### src/rtl/dsa_pkg.sv
// Shared types and helpers for the digit-serial adder.
// Optional add/subtract mode is enabled by defining DIGIT_SERIAL_ADDSUB_EN.
package dsa_pkg;

    typedef enum logic [1:0] {
        IDLE = 2'd0,
        RUN  = 2'd1,
        DONE = 2'd2
    } dsa_state_e;

    // The digit counter never drops below one bit, even for a single digit.
    function automatic int dsa_cnt_width(input int width);
        int digits;
        digits = width / 2;
        return (digits <= 1) ? 1 : $clog2(digits);
    endfunction

endpackage

### src/rtl/dsa_digit_cell.sv
// Combinational 2-bit full adder; the single arithmetic cell of the digit-serial adder.
module dsa_digit_cell (
    input  logic [1:0] x,
    input  logic [1:0] y,
    input  logic       cin,
    output logic [1:0] s,
    output logic       cout
);

    logic [2:0] total;

    assign total = {1'b0, x} + {1'b0, y} + {2'b00, cin};
    assign s     = total[1:0];
    assign cout  = total[2];

endmodule

### src/rtl/digit_serial_adder.sv
// Adds two WIDTH-bit operands two bits per clock, least-significant digit first.
// Define DIGIT_SERIAL_ADDSUB_EN to add a 'sub' input selecting a - b.
module digit_serial_adder
    import dsa_pkg::*;
#(
    parameter int WIDTH = 8
) (
    input  logic             clk,
    input  logic             rst,
    input  logic             start,
    input  logic [WIDTH-1:0] a,
    input  logic [WIDTH-1:0] b,
    input  logic             ci,
`ifdef DIGIT_SERIAL_ADDSUB_EN
    input  logic             sub,
`endif
    output logic             ready,
    output logic             done,
    output logic [WIDTH-1:0] sum,
    output logic             co,
    output dsa_state_e       dbg_state
);

    localparam int D  = WIDTH / 2;
    localparam int CW = dsa_cnt_width(WIDTH);

    // Handshake: an add is accepted on a rising edge where start=1 and ready=1.
    // ready is high only in IDLE; done pulses for the single DONE cycle, and
    // sum/co stay stable from then until the next accepted start.

    dsa_state_e state_q, state_d;

    logic [WIDTH-1:0] a_q, a_d;
    logic [WIDTH-1:0] b_q, b_d;
    logic [WIDTH-1:0] sum_q, sum_d;
    logic [CW-1:0]    cnt_q, cnt_d;
    logic             carry_q, carry_d;
    logic             co_q, co_d;

    logic             accept;
    logic             last_digit;
    logic [CW:0]      digit_idx;
    logic [1:0]       cell_s;
    logic             cell_cout;
    logic [WIDTH+1:0] sum_shift;
    logic [WIDTH-1:0] b_load;
    logic             carry_load;

    assign accept     = (state_q == IDLE) && start;
    assign last_digit = (cnt_q == CW'(D - 1));
    assign digit_idx  = {cnt_q, 1'b0};

`ifdef DIGIT_SERIAL_ADDSUB_EN
    // Subtraction is a + ~b + 1; carry-out of 1 then means no borrow.
    assign b_load     = sub ? ~b : b;
    assign carry_load = sub ? 1'b1 : ci;
`else
    assign b_load     = b;
    assign carry_load = ci;
`endif

    dsa_digit_cell u_cell (
        .x    (a_q[digit_idx +: 2]),
        .y    (b_q[digit_idx +: 2]),
        .cin  (carry_q),
        .s    (cell_s),
        .cout (cell_cout)
    );

    // New digits enter at the MSB end so the last digit lands in place.
    assign sum_shift = {cell_s, sum_q};

    always_ff @(posedge clk or posedge rst) begin
        if (rst) begin
            state_q <= IDLE;
        end else begin
            state_q <= state_d;
        end
    end

    always_comb begin
        state_d = state_q;
        case (state_q)
            IDLE:    if (start) state_d = RUN;
            RUN:     if (last_digit) state_d = DONE;
            DONE:    state_d = IDLE;
            default: state_d = IDLE;
        endcase
    end

    always_comb begin
        ready     = (state_q == IDLE);
        done      = (state_q == DONE);
        sum       = sum_q;
        co        = co_q;
        dbg_state = state_q;
    end

    always_comb begin
        a_d     = a_q;
        b_d     = b_q;
        sum_d   = sum_q;
        cnt_d   = cnt_q;
        carry_d = carry_q;
        co_d    = co_q;
        if (accept) begin
            a_d     = a;
            b_d     = b_load;
            carry_d = carry_load;
            cnt_d   = '0;
        end else if (state_q == RUN) begin
            sum_d   = sum_shift[WIDTH+1:2];
            carry_d = cell_cout;
            if (last_digit) begin
                co_d = cell_cout;
            end else begin
                cnt_d = cnt_q + CW'(1);
            end
        end
    end

    always_ff @(posedge clk or posedge rst) begin
        if (rst) begin
            a_q     <= '0;
            b_q     <= '0;
            sum_q   <= '0;
            cnt_q   <= '0;
            carry_q <= 1'b0;
            co_q    <= 1'b0;
        end else begin
            a_q     <= a_d;
            b_q     <= b_d;
            sum_q   <= sum_d;
            cnt_q   <= cnt_d;
            carry_q <= carry_d;
            co_q    <= co_d;
        end
    end

endmodule

### config.mk
export PLATFORM = sky130hd
export DESIGN_NAME = digit_serial_adder
export DESIGN_NICKNAME = d
export VERILOG_FILES = /design/src/rtl/dsa_pkg.sv /design/src/rtl/dsa_digit_cell.sv /design/src/rtl/digit_serial_adder.sv
export SDC_FILE = /design/constraint.sdc
export NUM_CORES = 1
export LEC_CHECK = 0
export CORE_MARGIN = 8
export CORE_UTILIZATION = 50
export DETAILED_ROUTE_END_ITERATION = 16
export DONT_BUFFER_PORTS = 1
export PLACE_DENSITY_LB_ADDON = 0.1
export SLEW_MARGIN = 25
export SYNTH_ARGS = -nofsm -noshare
export SYNTH_HDL_FRONTEND = slang
export SYNTH_HIERARCHICAL = 1
export SYNTH_SLANG_ARGS = --single-unit
export TNS_END_PERCENT = 20
### constraint.sdc
create_clock -name clk -period 2.5 [get_ports clk]
set_clock_uncertainty 0.1 [all_clocks]
set_input_delay 0.125 -clock clk [delete_from_list [all_inputs] [get_ports clk]]
set_output_delay 0.125 -clock clk [all_outputs]
set_load 0.02 [all_outputs]
==> flow_summary.json, run 1 <==
{
  "status": "finished clean",
  "cts_buffer_depth": 2,
  "synth.top_cell.area_share_pct": 54.2,
  "post_synth_num_cell_types": 21,
  "syn_nets": 117,
  "stdcell_count": 147,
  "slew_headroom_pct": 60.7,
  "rrSetupSlack_ns": 0.18,
  "die_h_um": 68.7,
  "maxCapViolCount": 0,
  "die_area_um2": 4710,
  "p_per_area_nw_per_um2": 1370,
  "synth_largest_area_cell": "dfrtp_1",
  "critPathMaxStageDelay_ns": 0.47,
  "path_buf_inv": 2,
  "worstPathRequired_ns": 2.61,
  "vias": 810,
  "final_antenna_net_count": 0,
  "clock.fmax_ghz": 0.432,
  "synth-seq-cells": 30,
  "peakVddDrop_mv": 0.883,
  "drc": 0,
  "report.final.setup_viol": 0,
  "area_delta_synth_final_pct": 18.1,
  "clock_sinks": 30,
  "dp_hpwl_um": 1650,
  "post-cts-setup-buffers": 0,
  "min_path_type": "input port to register",
  "htreeDepth": 2,
  "r2r_cells": 7,
  "final.min_clock_period_ns": 2.32,
  "multi_input_area_um2": 553,
  "finalMaxSlewViolations": 0,
  "grt_usage_pct": 11.7,
  "r2r_end": "carry_q$_DFFE_PP0P_",
  "die_w_um": 68.7,
  "ios": 33,
  "seqCellArea_um2": 751,
  "syn_area_um2": 1390,
  "core_area_um2": 2690,
  "critPathLaunchType": "register",
  "clkLatencyLatePin_ns": 0.31,
  "drive_gt1_share_pct": 34.5,
  "cts_tree": "done",
  "p_leak_uw": 0.000736,
  "antennaDiodeCount": 0,
  "viasPerCell": 5.51,
  "finalHoldViolCount": 0,
  "place_inst": 123,
  "cp_data_arrival_time_ns": 2.42,
  "cts_root_buf": "clkbuf_4",
  "overflow": 0,
  "r2r-start": "cnt_q[0]$_DFFE_PP0P_",
  "critPathCapture": "carry_q$_DFFE_PP0P_",
  "crit_path_start": "cnt_q[0]$_DFFE_PP0P_",
  "num-fill-cells": 236,
  "post-route-util_pct": 61.0,
  "worstMarginPinSlew_ns": 0.589,
  "initial_core_util_pct": 51.6,
  "ys_top_cells_by_area": "dfrtp_1 54%, mux2_2 20%, mux4_2 6.5%, inv_1 3.0%, fa_1 2.9%",
  "ys_warn_count": 6,
  "worstSetupPathType": "register to register",
  "grt_pass1_wl_um": 4060,
  "cts_buffers": 5,
  "dr.pass1.iters": 4,
  "antenna_found_initial": 0,
  "finalSetupTns_ns": 0,
  "io_buffers": 0,
  "grt_max_degree": 31,
  "grt_pass1_vias": 889,
  "path_cells": "mux4_2, inv_1, fa_1, fa_1, inv_1, nor2_1, a221oi_1",
  "num_rows": 19,
  "rsz0062_at_grt": "false",
  "clk_pin_slew_ns": 0.08,
  "final_nets": 140,
  "path_delay_family": "adder cells",
  "gp_congestion": 0.646,
  "ctsResizeCount": 0,
  "wirelength_um": 2290,
  "crit_path_end_kind": "register",
  "slowest_stage": "dfrtp_1",
  "drtIter0Drc": 10,
  "path_depth": 7,
  "critPathMaxFanout": 7,
  "ys_seq_area_share_pct": 54.2,
  "wl_per_cell_um": 15.5,
  "synth_cells": 94,
  "avgSynthCellArea_um2": 14.7,
  "fin_crit_sh_pct": 92.6
}
-- synthesized netlist by cell type --
| library cell | n |
|---|---|
| buf_2 | 3 |
| and4bb_2 | 1 |
| and2b_1 | 1 |
| nand3b_1 | 1 |
| buf_6 | 1 |
| inv_1 | 11 |
| ha_1 | 1 |
| mux4_2 | 4 |
| mux2_2 | 25 |
| o21bai_1 | 1 |
| a21oi_1 | 1 |
| nor4b_1 | 2 |
| and3_1 | 2 |
| dfrtp_1 | 30 |
| fa_1 | 2 |
| nor3b_4 | 1 |
| buf_8 | 1 |
| a211o_1 | 2 |
| nor2b_1 | 1 |
| a221oi_1 | 1 |
| nor2_1 | 2 |
-- logic make-up (layout without fill, tap and decap cells) --
| kind of cell | after synthesis | in the layout | share of synthesized area (%) |
|---|---|---|---|
| adders and majority gates | 3 | 3 | 3.79 |
| muxes | 29 | 29 | 26.8 |
| and+or+nand+nor | 11 | 11 | 6.50 |
| AOI/OAI and AO/OA | 5 | 5 | 2.80 |
| DFF | 30 | 30 | 54.2 |
| buffers and inverters | 16 | 38 | 5.96 |
-- worst min-delay path by stage --
stage               slack (ns)  depth (start not counted)  startpoint                  end
floorplan                 0.12                          1         rst   a_q[0]$_DFFE_PP0P_
global placement          0.01                          2         rst   sum[1]$_DFFE_PP0P_
detailed placement        0.02                          2         rst   sum[1]$_DFFE_PP0P_
CTS                       0.03                          2          ci  carry_q$_DFFE_PP0P_
global route              0.04                          2          ci  carry_q$_DFFE_PP0P_
finish                    0.03                          2          ci  carry_q$_DFFE_PP0P_
-- routing by layer --
metal | up-vias | global-route usage [%] | share of wire [%]
met5 | - | 0 | 0
met4 | 0 | 6.14 | 2.4
met3 | 8 | 5.49 | 7.7
met2 | 24 | 18.4 | 49
met1 | 405 | 13.1 | 41
li1 | 373 | - | -
-- placed cells by master, fill, tap and decap left out, drive strengths merged --
cell type | synthesis | routed
clkbuf | 0 | 6
inv | 11 | 11
nor4b | 2 | 2
nor2b | 1 | 1
and3 | 2 | 2
nor2 | 2 | 2
dfrtp | 30 | 30
buf | 5 | 3
and4bb | 1 | 1
o21bai | 1 | 1
nor3b | 1 | 1
a211o | 2 | 2
nand3b | 1 | 1
a21oi | 1 | 1
fa | 2 | 2
and2b | 1 | 1
mux4 | 4 | 4
a221oi | 1 | 1
mux2 | 25 | 25
dlygate4sd3 | 0 | 18
ha | 1 | 1
-- sequential cells by signal, indices dropped and copies added, names as in the netlist --
name       count
dbg_state      2
a_q            8
b_q            8
co             1
sum            8
carry_q        1
cnt_q          2
-- worst register-to-register path, stage by stage (launching register included) --
cell	delay, ns
dfrtp_1	0.47
mux4_2	0.36
inv_1	0.05
fa_1	0.43
fa_1	0.38
inv_1	0.09
nor2_1	0.05
a221oi_1	0.27
-- where the power goes --
part / total [µW] / internal [µW] / switching (µW)
Sequential: 1060 / 741 / 318
Clock: 274 / 126 / 147
Combinational: 904 / 561 / 343
Total: 2240 / 1430 / 809
-- timing repair --
item / in CTS / in global routing
setup endpoints to repair: 0 / 0
hold buffers: 18 / 0
endpoints found under the hold margin: 47 / 0
-- stage by stage --
step | area [µm²] | total power (µW) | hold slack, ns | worst slack, ns
after floorplan | 1390 | 1820 | 0.116 | 0.207
after global placement | 1410 | 1940 | 0.0116 | 0.249
after detailed placement | 1410 | 1980 | 0.0165 | 0.193
after CTS | 1640 | 2290 | 0.0305 | 0.142
after global routing | 1640 | 2450 | 0.0402 | 0.0619
final | 1640 | 2240 | 0.0339 | 0.185
-- cell type report --
class / count / share of cell area (%)
Inverter: 11 / 2.52
Multi-Input combinational cell: 48 / 33.8
Timing Repair Buffer: 21 / 12.4
Clock buffer: 6 / 3.13
Sequential cell: 30 / 45.8
Tap cell: 31 / 2.37
(Power assumes the default switching activity.)
==> run 2, diff against run 1 <==
--- a/config.mk
+++ b/config.mk
@@ -11,5 +11,4 @@
 export DONT_BUFFER_PORTS = 1
 export PLACE_DENSITY_LB_ADDON = 0.1
-export SLEW_MARGIN = 25
 export SYNTH_ARGS = -nofsm -noshare
 export SYNTH_HDL_FRONTEND = slang
==> constraint.sdc (replaced) <==
create_clock -name clk -period 2.4 [get_ports clk]
set_clock_uncertainty 0.1 [all_clocks]
set_input_delay 0.12 -clock clk [delete_from_list [all_inputs] [get_ports clk]]
set_output_delay 0.12 -clock clk [all_outputs]
set_load 0.01 [all_outputs]
==> run 2 against run 1 <==
Against the previous run: cell count up 2.0%; worst hold slack better by 0.026 ns; die area did not move.
==> flow_summary.json, run 2 (same netlist as run 1, synthesis figures left out) <==
{
  "antenna_found_initial": 0,
  "critPathLaunchType": "register",
  "die_h_um": 68.7,
  "finalSetupTns_ns": 0,
  "crit_path_end_kind": "register",
  "wl_per_cell_um": 15.2,
  "peakVddDrop_mv": 0.862,
  "viasPerCell": 5.43,
  "drive_gt1_share_pct": 37.0,
  "worstSetupPathType": "register to register",
  "core_area_um2": 2690,
  "final_antenna_net_count": 0,
  "wirelength_um": 2280,
  "hold_depth": 2,
  "r2r_cells": 6,
  "fin_crit_sh_pct": 94.7,
  "cts_tree": "done",
  "cts_buffer_depth": 2,
  "drc": 0,
  "clock_sinks": 30,
  "status": "finished clean",
  "dr.pass1.iters": 2,
  "worstMarginPinSlew_ns": 0.530,
  "maxCapViolCount": 0,
  "vias": 815,
  "path_delay_family": "adder cells",
  "post-cts-setup-buffers": 0,
  "seqCellArea_um2": 752,
  "antennaDiodeCount": 0,
  "gp_congestion": 0.686,
  "finalHoldViolCount": 0,
  "finalPower_uw": 2340,
  "num-fill-cells": 217,
  "grt_pass1_wl_um": 4000,
  "finalMaxSlewViolations": 0,
  "worstPathRequired_ns": 2.51,
  "rrSetupSlack_ns": 0.13,
  "cts_root_buf": "clkbuf_4",
  "clkLatencyLatePin_ns": 0.32,
  "report.final.setup_viol": 0,
  "critPathMaxFanout": 7,
  "grt_usage_pct": 11.8,
  "initial_core_util_pct": 51.6,
  "power.switching_uw": 782,
  "drtIter0Drc": 8,
  "slowest_stage": "fa_1",
  "place_inst": 123,
  "overflow": 0,
  "ios": 33,
  "power.internal_uw": 1560,
  "final.min_clock_period_ns": 2.27,
  "num_rows": 19,
  "die_w_um": 68.7,
  "path_buf_inv": 2,
  "clockPowerShare_pct": 15.7,
  "layout_commonest_cell": "dfrtp_1",
  "grt_pass1_vias": 863,
  "p_leak_uw": 0.000755,
  "io_buffers": 0,
  "critPathMaxStageDelay_ns": 0.48,
  "clock.fmax_ghz": 0.440,
  "p_per_area_nw_per_um2": 1390,
  "combPwrFrac_pct": 40.1,
  "path_cells": "mux4_2, inv_1, fa_1, fa_1, inv_1, mux2_2",
  "cts_buffers": 5,
  "dp_hpwl_um": 1620,
  "area_delta_synth_final_pct": 21.4,
  "min_path_type": "input port to register",
  "path_depth": 6,
  "rsz0062_at_grt": "false",
  "p_seq_share_pct": 44.2,
  "stdcell_count": 150,
  "cp_data_arrival_time_ns": 2.38,
  "layout_common_cells": "29 x dfrtp_1, 25 x mux2_2, 19 x dlygate4sd3_1, 11 x inv_1, 5 x clkbuf_4",
  "clk_pin_slew_ns": 0.09,
  "grt_max_degree": 31,
  "post-route-util_pct": 62.6,
  "multi_input_area_um2": 559,
  "die_area_um2": 4710,
  "switching_share_pct": 33.4,
  "whs_ns": 0.0597,
  "htreeDepth": 2,
  "slew_headroom_pct": 64.7,
  "final_nets": 141
}
==> run 2: cell count changes in the layout (fill, tap and decap cells not counted) <==
cell and change:
a221oi_1 -1, a221oi_2 +1, clkbuf_8 +2, dfrtp_2 +1, dlygate4sd3_1 +1, dfrtp_1 -1
==> run 2: per-layer routing <==
layer,vias to the layer above,global-route usage [%],share of wire [%]
met5,-,0,0
met4,0,5.37,0.88
met3,2,7.59,8.1
met2,24,18.1,49
met1,412,12.4,42
li1,377,-,-
==> run 2: final cells by class <==
| cell class | count | area share [%] |
|---|---|---|
| clock buffers | 8 | 4.68 |
| inverters | 11 | 2.45 |
| multi-input cells | 48 | 33.2 |
| flip-flops and latches | 30 | 44.7 |
| well taps | 31 | 2.30 |
| repair buffers | 22 | 12.6 |
==> run 2: power by group through the flow <==
stage	clock network (µW)	registers [µW]	logic [µW]
floorplan	0	944	871
global placement	0	1050	896
detailed placement	0	1060	912
CTS	384	1040	940
global route	408	1090	1070
finish	369	1040	939
==> run 2: worst paths after layout <==
| path | from | end |
|---|---|---|
| hold / removal | start | carry_q$_DFFE_PP0P_ |
| setup reg to reg | cnt_q[0]$_DFFE_PP0P_ | sum[7]$_DFFE_PP0P_ |
| hold reg to reg | b_q[7]$_DFFE_PP0P_ | b_q[7]$_DFFE_PP0P_ |
| setup / recovery | cnt_q[0]$_DFFE_PP0P_ | sum[7]$_DFFE_PP0P_ |
| max in group asynchronous | rst | cnt_q[0]$_DFFE_PP0P_ |
| min in group asynchronous | rst | sum[4]$_DFFE_PP0P_ |
==> run 2: timing repair <==
action,in CTS,in global routing
hold endpoints to repair,47,1
setup endpoints to repair,0,2
hold buffers,18,1
resized for setup,0,2
==> run 2: per-stage QoR <==
step           area, µm²  setup WS [ns]
2_1_floorplan       1390          0.107
3_3_place_gp        1410          0.150
3_5_place_dp        1410         0.0891
4_1_cts             1670         0.0531
5_1_grt             1680         0.0321
6_report            1680          0.127
==> run 3, diff against run 2 <==
--- a/config.mk
+++ b/config.mk
@@ -6,4 +6,5 @@
 export NUM_CORES = 1
 export LEC_CHECK = 0
+export CAP_MARGIN = 20
 export CORE_MARGIN = 8
 export CORE_UTILIZATION = 50
==> constraint.sdc (replaced) <==
create_clock -name clk -period 2.4 [get_ports clk]
set_clock_uncertainty 0.1 [all_clocks]
set_input_delay 0.72 -clock clk [delete_from_list [all_inputs] [get_ports clk]]
set_output_delay 0.72 -clock clk [all_outputs]
set_load 0.01 [all_outputs]
==> run 3 against run 2 <==
Against the previous run: sequential power barely moved; largest cell class unchanged; power decreased by 1.3%; register-to-register slack about the same; critical endpoint unchanged; critical path depth stayed put; cell count decreased by 13%; global-route usage decreased by 0.44 points; combinational power is 3.1% lower; clock power is essentially flat; core utilization shrank 7.1 points.
==> flow_summary.json, run 3 (same netlist as run 1, synthesis figures left out) <==
{
  "r2r_end": "sum[7]$_DFFE_PP0P_",
  "grt_pass1_wl_um": 3770,
  "worstPathRequired_ns": 2.51,
  "drtIter0Drc": 20,
  "final_antenna_net_count": 0,
  "maxCapViolCount": 0,
  "grt_max_degree": 31,
  "p_leak_uw": 0.000675,
  "post_dp_cell_area_um2": 1410,
  "cts_tree": "done",
  "wirelength_um": 2190,
  "p_per_area_nw_per_um2": 1550,
  "gp_congestion": 0.686,
  "initial_core_util_pct": 51.6,
  "cts_root_buf": "clkbuf_4",
  "cts_buffers": 5,
  "r2r_cells": 6,
  "die_area_um2": 4710,
  "status": "finished clean",
  "layout_commonest_cell": "dfrtp_1",
  "crit_path_start": "cnt_q[0]$_DFFE_PP0P_",
  "overflow": 0,
  "rrSetupSlack_ns": 0.13,
  "clock_sinks": 30,
  "fin_crit_sh_pct": 94.6,
  "critPathLaunchType": "register",
  "peakVddDrop_mv": 0.857,
  "slew_headroom_pct": 65.3,
  "clkLatencyLatePin_ns": 0.32,
  "final_area_um2": 1490,
  "die_w_um": 68.7,
  "finalMaxSlewViolations": 0,
  "grt_pass1_vias": 794,
  "whs_ns": 0.245,
  "rsz0062_at_grt": "false",
  "critPathCapture": "sum[7]$_DFFE_PP0P_",
  "dr.pass1.iters": 4,
  "crit_path_end_kind": "register",
  "antennaDiodeCount": 0,
  "num_rows": 19,
  "htreeDepth": 2,
  "wl_per_cell_um": 16.7,
  "grt_usage_pct": 11.3,
  "worstSetupPathType": "register to register",
  "viasPerCell": 5.70,
  "final_nets": 122,
  "min_path_type": "input port to async pin",
  "worstMarginPinSlew_ns": 0.521,
  "io_buffers": 0,
  "finalSetupTns_ns": 0,
  "r2r-start": "cnt_q[0]$_DFFE_PP0P_",
  "drive_gt1_share_pct": 44.0,
  "finalHoldViolCount": 0,
  "post-route-util_pct": 55.6,
  "core_area_um2": 2690,
  "cts_buffer_depth": 2,
  "critPathMaxFanout": 7,
  "clk_pin_slew_ns": 0.09,
  "dp_hpwl_um": 1620,
  "ios": 33,
  "cp_data_arrival_time_ns": 2.38,
  "die_h_um": 68.7,
  "vias": 747,
  "clock.fmax_ghz": 0.440,
  "layout_common_cells": "29 x dfrtp_1, 25 x mux2_2, 11 x inv_1, 5 x clkbuf_4, 4 x mux4_2",
  "antenna_found_initial": 0,
  "area_delta_synth_final_pct": 7.67,
  "drc": 0,
  "report.final.setup_viol": 0,
  "final.min_clock_period_ns": 2.27
}
run 3: what timing repair did:
item                                    4_1_cts  5_1_grt
endpoints found under the setup margin        0        2
hold buffers                                  0        0
setup buffers                                 0        0
resized for setup                             0        2
run 3: metal layers:
metal  vias up  GRT usage (%)  share of wire [%]
met1       380           11.9                 42
met4         0           5.37               0.91
li1        341              -                  -
met3         2           7.92                9.4
met2        24           17.0                 48
met5         -              0                  0
run 3: area by class of cell:
cell class              count  area, µm²
fillers                   240       1190
multi-input cells          48        559
repair buffers              3       22.5
inverters                  11       41.3
well taps                  31       38.8
clock buffers               8       78.8
flip-flops and latches     30        752
run 3: worst min path at each step:
stage | to | startpoint | cells past startpoint | slack, ns
5_1_grt | sum[0]$_DFFE_PP0P_ | rst | 2 | 0.26
6_report | sum[4]$_DFFE_PP0P_ | rst | 2 | 0.24
2_1_floorplan | b_q[4]$_DFFE_PP0P_ | b_q[4]$_DFFE_PP0P_ | 1 | 0.38
4_1_cts | sum[4]$_DFFE_PP0P_ | rst | 2 | 0.24
3_3_place_gp | a_q[7]$_DFFE_PP0P_ | a_q[7]$_DFFE_PP0P_ | 1 | 0.39
3_5_place_dp | b_q[7]$_DFFE_PP0P_ | b_q[7]$_DFFE_PP0P_ | 1 | 0.40
run 3: where the power goes:
| part | switching (µW) | internal [µW] |
|---|---|---|
| Combinational | 343 | 567 |
| Sequential | 262 | 775 |
| Clock | 167 | 200 |
run 3: critical path, cell delays in order, from the launching register on:
cell	delay, ns
dfrtp_2	0.47
mux4_2	0.35
inv_1	0.05
fa_1	0.43
fa_1	0.48
inv_1	0.03
mux2_2	0.24
run 3: per-stage QoR:
step	cells	setup slack [ns]	power, µW
after floorplan	94	0.107	1810
final	131	0.129	2310
after global placement	123	0.150	1950
after CTS	131	0.0531	2350
after detailed placement	123	0.0891	1970
after global routing	131	0.0323	2540
